[src/rtl/sdcard_ram_bridge.sv]
// rtl/sdcard_ram_bridge.sv - loader-to-Avalon write bridge through a show-ahead word FIFO
// Optional feature macro: BRIDGE_WORD_COUNT_EN enables the words_written counter.
module sdcard_ram_bridge #(
    parameter int DEPTH  = 8,
    parameter int ADDR_W = 25
) (
    input  logic              clk50,
    input  logic              reset,
    input  logic              ram_we,
    input  logic [ADDR_W-1:0] ram_address,
    input  logic [15:0]       ram_data,
    output logic              ram_op_begun,
    output logic [ADDR_W-1:0] avm_address,
    output logic              avm_write,
    output logic [15:0]       avm_writedata,
    output logic [1:0]        avm_byteenable,
    input  logic              avm_waitrequest,
    output logic              bridge_idle,
    output logic [ADDR_W-1:0] words_written
);

    localparam int PW = $clog2(DEPTH);
    localparam int CW = PW + 1;
    localparam int EW = ADDR_W + 16;
    localparam logic [CW-1:0] FULL_COUNT = CW'(DEPTH);

    typedef enum logic {ACC_IDLE, ACC_ACK} acc_state_t;

    acc_state_t     state;
    acc_state_t     state_next;
    logic [EW-1:0]  mem [DEPTH];
    logic [PW-1:0]  wptr;
    logic [PW-1:0]  rptr;
    logic [CW-1:0]  fifo_count;
    logic           fifo_full;
    logic           push;
    logic           pop;
    logic [EW-1:0]  head;

    assign fifo_full = (fifo_count == FULL_COUNT);

    always_ff @(posedge clk50 or posedge reset) begin
        if (reset) begin
            state <= ACC_IDLE;
        end else begin
            state <= state_next;
        end
    end

    // The acknowledge state blocks a second capture of a request still held high.
    always_comb begin
        state_next = state;
        case (state)
            ACC_IDLE: if (ram_we && !fifo_full) state_next = ACC_ACK;
            ACC_ACK:  state_next = ACC_IDLE;
            default:  state_next = ACC_IDLE;
        endcase
    end

    always_comb begin
        ram_op_begun = 1'b0;
        push         = 1'b0;
        case (state)
            ACC_IDLE: push = ram_we && !fifo_full;
            ACC_ACK:  ram_op_begun = 1'b1;
            default:  ram_op_begun = 1'b0;
        endcase
    end

    assign avm_write      = (fifo_count != '0);
    assign pop            = avm_write && !avm_waitrequest;
    assign head           = mem[rptr];
    assign avm_address    = head[EW-1:16];
    assign avm_writedata  = head[15:0];
    assign avm_byteenable = 2'b11;
    assign bridge_idle    = (fifo_count == '0) && (state == ACC_IDLE);

    always_ff @(posedge clk50) begin
        if (push) begin
            mem[wptr] <= {ram_address, ram_data};
        end
    end

    // Pointers are exactly log2(DEPTH) wide, so increment wraps modulo DEPTH.
    always_ff @(posedge clk50 or posedge reset) begin
        if (reset) begin
            wptr       <= '0;
            rptr       <= '0;
            fifo_count <= '0;
        end else begin
            if (push) wptr <= wptr + PW'(1);
            if (pop)  rptr <= rptr + PW'(1);
            case ({push, pop})
                2'b10:   fifo_count <= fifo_count + CW'(1);
                2'b01:   fifo_count <= fifo_count - CW'(1);
                default: fifo_count <= fifo_count;
            endcase
        end
    end

`ifdef BRIDGE_WORD_COUNT_EN
    logic [ADDR_W-1:0] word_cnt;

    always_ff @(posedge clk50 or posedge reset) begin
        if (reset) begin
            word_cnt <= '0;
        end else if (pop) begin
            word_cnt <= word_cnt + ADDR_W'(1);
        end
    end

    assign words_written = word_cnt;
`else
    assign words_written = '0;
`endif

endmodule

[config.mk]
export PLATFORM = sky130hd
export DESIGN_NAME = sdcard_ram_bridge
export DESIGN_NICKNAME = d
export VERILOG_FILES = /design/src/rtl/sdcard_ram_bridge.sv
export SDC_FILE = /design/constraint.sdc
export NUM_CORES = 1
export LEC_CHECK = 0
export CAP_MARGIN = 10
export CORE_ASPECT_RATIO = 0.75
export CORE_MARGIN = 3
export CORE_UTILIZATION = 25
export DETAILED_ROUTE_END_ITERATION = 8
export HOLD_SLACK_MARGIN = 0.03
export SKIP_LAST_GASP = 1
export SLEW_MARGIN = 30
export SYNTH_ARGS = -nofsm -noshare
export SYNTH_HDL_FRONTEND = slang
export SYNTH_SLANG_ARGS = --single-unit
[constraint.sdc]
create_clock -name clk50 -period 7.5 [get_ports clk50]
set_input_delay 2.25 -clock clk50 [delete_from_list [all_inputs] [get_ports clk50]]
set_output_delay 2.25 -clock clk50 [all_outputs]
set_load 0.1 [all_outputs]
* Yosys cells after proc, flatten, opt, wreduce, memory -nomap -nowiden *
Memory sizes are Yosys's and may differ from the RTL's.
Index checks and enable logic that the tools add are counted.

operators by class
  add/sub/neg operators = 4
  reductions and logical operators = 8
  order comparisons = 0
  shift-type cells = 0
  muxes and demuxes = 7
  equal/unequal tests = 3
  bitwise logic cells = 1
  div/mod/pow operators = 0
  multipliers = 0

operators with widths
  kind                                                 count
  case mux 4 bit (2 select lines)                      1
  adder 3 x 1 -> 3 bit, second input constant          2
  two-way mux 1 bit                                    5
  adder 4 x 1 -> 4 bit, second input constant          1
  equality test 4 bit, second input constant           1
  zero test 4 bit                                      1
  nonzero test 4 bit                                   1
  subtractor 4 x 1 -> 4 bit, second input constant     1
  logical AND 1 bit                                    3
  equality test 2 x 1 -> 1 bit, second input constant  1
  equality test 2 bit, second input constant           1
  zero test 1 bit                                      2
  case mux 1 bit (2 select lines)                      1
  nonzero test 2 bit                                   1
  NOT 1 bit                                            1

word-level totals
  word-level logic and storage cells = 28
  output and inout bits = 71
  ROM bits = 0
  bits in latches = 0
  memories kept = 1
  bits in registers = 11
  input bits = 45
  bits in writable memories = 328

memories
  name  depth  bits a word  rd ports  clocked after memory_dff  wr ports  line  text
  mem   8      41           1         0                         1         31    logic [EW-1:0] mem [DEPTH];

* Depth between registers and ports, before layout *
Gate-level depths: netlist of the first run.

  depth in word-level cells = 6
  mapped depth = 9
  gate-level depth less buffers = 8

* Least setup slack after synthesis of the first run *
OpenSTA, ideal clock, no wires.

  path kind = input to register
  start point = in ram_we
  end point = mem mem[0][0] (netlist bit) (enable)
  path slack = 0.660 ns
  data required time = 6.959 ns
  arrival time = 6.298 ns
  buffers on the path = 0
  library setup time = 0.541 ns
  cell stages on the path = 2
  path through = nand3b_4 > nor4_1

on the way
  cells in the longest elaborated chain, start to end = 4

RTL lines
  what                                     line  text
  start: declaration                       9     input logic ram_we,
  logical AND 1 bit                        64    ACC_IDLE: push = ram_we && !fifo_full;
  two-way mux 1 bit                        63    case (state)
  two-way mux 1 bit                        79    if (push) begin
  two-way mux 1 bit (not written as such)  80    mem[wptr] <= {ram_address, ram_data};
  end: declaration                         31

No other way between the ends.

* Worst setup path after layout of the first run *
  start point = reg rptr[0]
  end point = out avm_writedata[10]

on the way
  cells in the longest elaborated chain, start to end = 1

RTL lines
  what                      line  text
  start: declaration        33    logic [PW-1:0] rptr;
  start signal: assignment  92    if (pop) rptr <= rptr + PW'(1);
  memory (8 x 41 bit)       n/a
  end: declaration          15    output logic [15:0] avm_writedata,

No other way between the ends.

==> flow_summary.json, run 1 <==
{
  "finClkSkew_ns": 0.0172,
  "crit_required_ns": 5.25,
  "first_global_vias": 6169,
  "yosys-top-cells-count": "edfxtp_1, mux4_1, mux2_2",
  "post_cts_buffers": 0,
  "numCtsBuffers": 37,
  "die_x_um": 274,
  "htreeDepth": 2,
  "clk_latency_ns": 0.54,
  "grt_pass1_wl_um": 40700,
  "setup_slack_ns": 1.45,
  "finalHoldViolations": 0,
  "area_growth_pct": 21.2,
  "crit_type": "flip-flop to output port",
  "start_util_pct": 25.7,
  "worstHoldStart": "fifo_count[2]",
  "synth_edf_count": 328,
  "cts_num_sinks": 339,
  "ys_ff_latch": 339,
  "die_h_um": 207,
  "cts_root_buf": "clkbuf_16",
  "cts_resized": 0,
  "crit_path_start_kind": "flip-flop",
  "rsz0062_at_grt": "false",
  "critical-path-top-delay-family": "buffers and inverters",
  "grt_usage_pct": 9.77,
  "first_pass_iters": 4,
  "pre_cts_slack_ns": 1.93,
  "slowest_stage": "clkdlybuf4s50_1",
  "syn_area_um2": 13400,
  "yosys.area.top_type": "edfxtp_1",
  "synth_cell_types": 39,
  "wl_per_cell_um": 19.3,
  "syn_avg_cell_area_um2": 23.6,
  "tritoncts": "yes",
  "synthArstFlopShare_pct": 3.24,
  "final-setup-viol-count": 0,
  "slew_violations": 0,
  "rows": 72,
  "crit_arrival_ns": 3.80,
  "cts_buffer_depth": 3,
  "syn_inst": 568,
  "drc_errors": 0,
  "synthTopCellsByArea": "edfxtp_1, mux4_1, mux4_2, mux2_2, dfrtp_1",
  "io_buffers": 88,
  "via_per_inst": 4.15,
  "fin_crit_ns": 6.05,
  "fillerInstances": 4956,
  "place_inst": 1350,
  "die_area_um2": 56600,
  "synth_most_common_cell": "edfxtp_1",
  "drive_above_1_share_pct": 22.8,
  "relSlewSlack_pct": 32.0,
  "ys_warn_count": 0,
  "r2r_start": "fifo_count[0]",
  "overflow": 0,
  "grt_max_degree": 45,
  "drtAntennaViolNets": 0,
  "status": "finished, final reports clean",
  "worstPathMaxFanout": 42,
  "hp-class": "flip-flop to flip-flop",
  "fmax_mhz": 165,
  "wl_um": 27300,
  "coreArea_um2": 52300,
  "period_share_pct": 80.7,
  "ys.flop_type": "edfxtp_1",
  "critPathMaxStageDelay_ns": 0.98,
  "yosysSeqAreaShare_pct": 75.4,
  "worstSetupStartpoint": "rptr[0]",
  "gp_congestion": 0.654,
  "hold_ws_ns": 0.611,
  "setup.worst_path.end_class": "output port",
  "instances_no_fill": 1415,
  "pin_count": 116,
  "postCtsHoldBufs": 0,
  "hpwlAfterDp_um": 16100,
  "drt-initial-drc-count": 325,
  "path_clk_slew_ns": 0.06,
  "max_slew.worst_pin.slew_ns": 1.02,
  "vias": 5874,
  "crit_chain": "buf_4 -> mux4_1 -> mux2_2 -> clkdlybuf4s50_1",
  "path_buf_inv": 2,
  "fin_nets": 737,
  "synth_top_area_share_pct": 73.3,
  "maxCapViolCount": 0,
  "antenna_found_initial": 4,
  "fin_setup_tns_ns": 0
}
kinds of logic after synthesis:
family                   share of synthesized area, %
XOR/XNOR                                        0.456
AO/OA/AOI/OAI                                   0.345
buffers and inverters                            3.21
flip-flops                                       75.4
AND/OR/NAND/NOR                                  1.27
other                                          0.0559
adder cells (fa/ha/maj)                         0.466
multiplexers                                     18.8
path summary, 6_finish.rpt:
path                                     endpoint  slack [ns]  cells after the start
worst min register to register      fifo_count[2]        0.61                      1
worst max register to register      fifo_count[3]        4.82                      6
min in group asynchronous           fifo_count[3]        2.01                      2
max in group asynchronous                 rptr[2]        5.16                      2
worst max-delay path            avm_writedata[10]        1.45                      4
worst min-delay path                fifo_count[2]        0.61                      1
sequential cells by signal (all words and copies together), names as in the netlist:
name	cells
state	1
mem	328
rptr	3
wptr	3
fifo_count	4
placed cells by master (no fill, tap or decap), drive strengths merged, types with 2 or more instances in the layout:
cell type	count
edfxtp	328
clkdlybuf4s50	86
mux4	82
clkbuf	47
mux2	44
conb	27
buf	21
clkinv	12
dfrtp	11
inv	7
nor2	6
ha	5
xnor2	4
nor3	4
xor2	3
nand4b	2
nand2b	2
bufinv	2
nor4	2
or4b	2
nand3b	2
layout make-up:
class | instances | area, um^2 | share of cell area, %
diodes | 1 | 2.50 | 0.0154
repair buffers | 107 | 1070 | 6.60
inverters | 5 | 18.8 | 0.115
well taps | 703 | 880 | 5.40
clock buffers | 47 | 1010 | 6.18
multi-input cells | 197 | 3030 | 18.6
clock inverters | 16 | 133 | 0.815
flip-flops and latches | 339 | 10100 | 62.3
metal layers:
layer | track usage [%] | vias up | part of all wire (%)
met1 | 13.1 | 3085 | 45
li1 | - | 2609 | -
met4 | 3.47 | 6 | 2.3
met5 | 0 | - | 0.18
met3 | 2.72 | 45 | 5.6
met2 | 15.2 | 129 | 46
per-stage QoR:
stage               cell area (um^2)  util, %
finish                         16300     31.1
global route                   16300     31.1
CTS                            16200     31.0
detailed placement             15100     28.9
global placement               15100     28.8
floorplan                      13500        -
Power of run 1 is not shown: default switching activity piles up to over one toggle a cycle in this logic, so the estimate is an artifact.
==> run 2: changes to the inputs <==
==> constraint.sdc (replaced) <==
create_clock -name clk50 -period 5.2 [get_ports clk50]
set_input_delay 1.56 -clock clk50 [delete_from_list [all_inputs] [get_ports clk50]]
set_output_delay 1.56 -clock clk50 [all_outputs]
set_load 0.1 [all_outputs]
==> run 2 against run 1 <==
Against the previous run:
- highest routed layer unchanged
- sequential share of layout area up 0.46 points
- wire length up 0.65%
- critical path type unchanged
- via count up 0.83%
- setup slack worse by 0.65 ns
- final area down 0.76%
- die area unchanged
- register-to-register slack worse by 2.4 ns
- largest cell class unchanged
- critical endpoint is now avm_writedata[13]
==> flow_summary.json, run 2 (synthesis results as in run 1) <==
{
  "htreeDepth": 2,
  "hold_depth": 1,
  "reg2regPathDepth": 6,
  "first_pass_iters": 4,
  "pin_count": 116,
  "regMostFlops": "mem",
  "grt_usage_pct": 9.77,
  "drt-initial-drc-count": 341,
  "io_buffers": 88,
  "top_regs": "mem x328, fifo_count x4",
  "met1_usage_pct": 13.0,
  "top_usage_layer": "met2",
  "tritoncts": "yes",
  "worstHoldStart": "fifo_count[0]",
  "critPathMaxStageDelay_ns": 0.80,
  "finalHoldViolations": 0,
  "cts_resized": 0,
  "setup.worst_path.end_class": "output port",
  "postCtsHoldBufs": 0,
  "slew_violations": 0,
  "overflow": 0,
  "pre_cts_slack_ns": 1.31,
  "regToRegEndpoint": "fifo_count[3]",
  "r2r_setup_slack_ns": 2.42,
  "r2r_start": "fifo_count[0]",
  "die_h_um": 207,
  "cts_root_buf": "clkbuf_16",
  "status": "finished, final reports clean",
  "cts_num_sinks": 339,
  "wl_um": 27500,
  "maxCapViolCount": 0,
  "antenna_found_initial": 4,
  "hp-class": "flip-flop to flip-flop",
  "drtAntennaViolNets": 0,
  "path_clk_slew_ns": 0.06,
  "wl_per_cell_um": 19.4,
  "setup_slack_ns": 0.794,
  "die_area_um2": 56600,
  "numCtsBuffers": 36,
  "clk_latency_ns": 0.52,
  "via_per_inst": 4.17,
  "cts_buffer_depth": 3,
  "drc_errors": 0,
  "relSlewSlack_pct": 35.2,
  "worstPathMaxFanout": 34,
  "vias": 5923,
  "rsz0062_at_grt": "false",
  "layout_common_cells": "edfxtp_1, buf_4, mux4_1, clkdlybuf4s50_1, mux2_2",
  "slowest_stage": "dfrtp_4",
  "worst_hold_path.endpoint": "fifo_count[0]",
  "finish.utilization_pct": 30.9,
  "use_met2_pct": 15.8,
  "crit_chain": "buf_12 -> mux4_1 -> mux2_2 -> buf_4",
  "start_util_pct": 25.7,
  "fin_crit_ns": 4.41,
  "place_inst": 1354,
  "hpwlAfterDp_um": 16400,
  "crit_type": "flip-flop to output port",
  "drive_above_1_share_pct": 27.8,
  "rows": 72,
  "fmax_mhz": 227,
  "layout_commonest_cell": "edfxtp_1",
  "grt_pass1_wl_um": 41100,
  "first_global_vias": 6292,
  "fin_nets": 739,
  "gp_congestion": 0.661,
  "crit_required_ns": 3.64,
  "fin_setup_tns_ns": 0,
  "area_growth_pct": 20.2,
  "critical-path-top-delay-family": "multiplexers",
  "largest_reg_flops": 328,
  "max_slew.worst_pin.slew_ns": 0.968,
  "instances_no_fill": 1419,
  "finClkSkew_ns": 0.0262,
  "coreArea_um2": 52300,
  "period_share_pct": 84.7,
  "crit_path_start_kind": "flip-flop",
  "grt_max_degree": 35,
  "use_met3_pct": 2.98,
  "post_cts_buffers": 0,
  "crit_arrival_ns": 2.85,
  "final-setup-viol-count": 0,
  "path_buf_inv": 2,
  "die_x_um": 274
}
## run 2: per-stage QoR
step | instance area (um^2) | hold slack [ns]
2_1_floorplan | 13500 | 0.534
3_3_place_gp | 15000 | 0.570
3_5_place_dp | 15100 | 0.581
4_1_cts | 16100 | 0.593
5_1_grt | 16100 | 0.615
6_report | 16200 | 0.587
## run 2: how the worst max path moves through the flow
stage,cells past startpoint,endpoint,start
after floorplan,2,mem[2][0],ram_we
after global placement,4,avm_address[24],rptr[1]
after detailed placement,4,avm_writedata[4],rptr[0]
after CTS,4,avm_writedata[4],rptr[0]
after global routing,4,bridge_idle,fifo_count[1]
final,4,avm_writedata[13],rptr[0]
## run 2: routing by layer
layer	share of wire, %	vias up	wire length [um]
met2	48	142	13200
met4	1.9	6	527
li1	-	2622	-
met3	6.5	50	1780
met5	0.15	-	41
met1	44	3103	12000
## run 2: cell type report
class / count / area [um^2]
Sequential cell: 339 / 10100
Clock inverter: 21 / 134
Inverter: 5 / 18.8
Fill cell: 5020 / 36200
Timing Repair Buffer: 110 / 1010
Tap cell: 703 / 880
Clock buffer: 43 / 948
Multi-Input combinational cell: 197 / 3030
Antenna cell: 1 / 2.50
Power of run 2 is left out for the same reason.
==> run 3: changes to the inputs <==
==> constraint.sdc (replaced) <==
create_clock -name clk50 -period 4.2 [get_ports clk50]
set_input_delay 1.26 -clock clk50 [delete_from_list [all_inputs] [get_ports clk50]]
set_output_delay 1.26 -clock clk50 [all_outputs]
set_load 0.1 [all_outputs]
==> run 3 against run 2 <==
Against the previous run:
- first-iteration DRC count is 16% higher
- final area increased by 2.2%
- setup slack lost 0.62 ns
- wire length rose by 1.1%
- critical endpoint is now avm_address[7]
==> flow_summary.json, run 3 (synthesis results as in run 1) <==
{
  "status": "finished, final reports clean",
  "crit_type": "flip-flop to output port",
  "first_pass_iters": 6,
  "max_slew.worst_pin.slew_ns": 0.963,
  "start_util_pct": 25.7,
  "period_share_pct": 95.8,
  "setup.worst_path.end_class": "output port",
  "worstSetupStartpoint": "rptr[0]",
  "cts_root_buf": "clkbuf_16",
  "reg2regPathDepth": 6,
  "die_x_um": 274,
  "hpwlAfterDp_um": 16500,
  "io_buffers": 88,
  "cts_buffer_depth": 3,
  "pre_cts_slack_ns": 0.636,
  "rsz0062_at_grt": "false",
  "largest_reg_flops": 328,
  "hp-class": "flip-flop to flip-flop",
  "tritoncts": "yes",
  "fmax_mhz": 249,
  "worst_hold_path.endpoint": "fifo_count[2]",
  "vias": 5883,
  "place_inst": 1354,
  "r2r_setup_slack_ns": 1.42,
  "crit_required_ns": 2.94,
  "antenna_found_initial": 0,
  "die_area_um2": 56600,
  "worstHoldStart": "fifo_count[2]",
  "worstPathMaxFanout": 31,
  "drt-initial-drc-count": 394,
  "overflow": 0,
  "crit_arrival_ns": 2.76,
  "path_clk_slew_ns": 0.07,
  "post_cts_buffers": 0,
  "regMostFlops": "mem",
  "finalHoldViolations": 0,
  "top_regs": "mem x328, fifo_count x4",
  "critPathMaxStageDelay_ns": 0.77,
  "grt_pass1_wl_um": 41300,
  "relSlewSlack_pct": 35.6,
  "coreArea_um2": 52300,
  "critical-path-top-delay-family": "multiplexers",
  "hold_depth": 1,
  "r2r_start": "fifo_count[0]",
  "wl_um": 27800,
  "rows": 72,
  "pin_count": 116,
  "final-setup-viol-count": 0,
  "crit_path_start_kind": "flip-flop",
  "numCtsBuffers": 37,
  "postCtsHoldBufs": 0,
  "via_per_inst": 4.15,
  "drc_errors": 0,
  "wl_per_cell_um": 19.6,
  "setup_slack_ns": 0.178,
  "gp_congestion": 0.652,
  "layout_commonest_cell": "edfxtp_1",
  "drive_above_1_share_pct": 28.8,
  "finClkSkew_ns": 0.0156,
  "path_buf_inv": 2,
  "htreeDepth": 2,
  "clk_latency_ns": 0.52,
  "grt_max_degree": 57,
  "cts_resized": 0,
  "diodes": 0,
  "maxCapViolCount": 0,
  "layout_common_cells": "edfxtp_1, mux4_1, clkdlybuf4s50_1",
  "slew_violations": 0,
  "cpMostUsedCell": "buf_12",
  "drtAntennaViolNets": 0,
  "instances_no_fill": 1419,
  "regToRegEndpoint": "fifo_count[3]",
  "crit_chain": "buf_12 -> mux4_1 -> mux2_2 -> buf_12",
  "grt_usage_pct": 9.93,
  "area_growth_pct": 22.9,
  "fin_nets": 740,
  "cts_num_sinks": 339,
  "slowest_stage": "dfrtp_4",
  "first_global_vias": 6219,
  "die_h_um": 207,
  "fin_crit_ns": 4.02
}
run 3: cell types whose count changed in the layout (fill, tap and decap cells not counted), sizes merged:
| cell | previous run | this run |
|---|---|---|
| clkdlybuf4s50 | 47 | 45 |
| bufinv | 1 | 4 |
| buf | 63 | 65 |
| clkinvlp | 0 | 1 |
| inv | 9 | 6 |
| diode | 1 | 0 |
run 3: worst max path at each step:
stage                                end  depth (start not counted)
after global routing      avm_address[7]                          4
final                     avm_address[7]                          4
after CTS                 avm_address[7]                          4
after global placement    avm_address[6]                          4
after detailed placement  avm_address[7]                          4
after floorplan                mem[2][0]                          2
run 3: area by class of cell:
cell class | instances | area, um^2
fill | 4936 | 35800
sequential | 339 | 10100
multi-input combinational | 197 | 3030
timing repair buffer | 110 | 1290
clock buffer | 43 | 948
tap | 703 | 880
clock inverter | 22 | 210
inverter | 5 | 18.8
run 3: layer usage:
layer  global-route usage [%]  vias up  routed length (um)
li1                         -     2609                   -
met2                     15.7      132               13200
met4                     2.63        0                 446
met1                     13.8     3109               12800
met5                        0        -                   0
met3                     2.32       33                1390
run 3: through the flow:
| step | hold WS (ns) | utilization, % | cell area (um^2) | TNS, ns |
|---|---|---|---|---|
| after floorplan | 0.537 | - | 13500 | -69.82 |
| after global placement | 0.591 | 29.3 | 15400 | 0 |
| after detailed placement | 0.606 | 29.3 | 15400 | 0 |
| after CTS | 0.619 | 31.6 | 16500 | 0 |
| after global routing | 0.683 | 31.6 | 16500 | 0 |
| final | 0.620 | 31.6 | 16500 | 0 |
Power of run 3 is left out for the same reason.
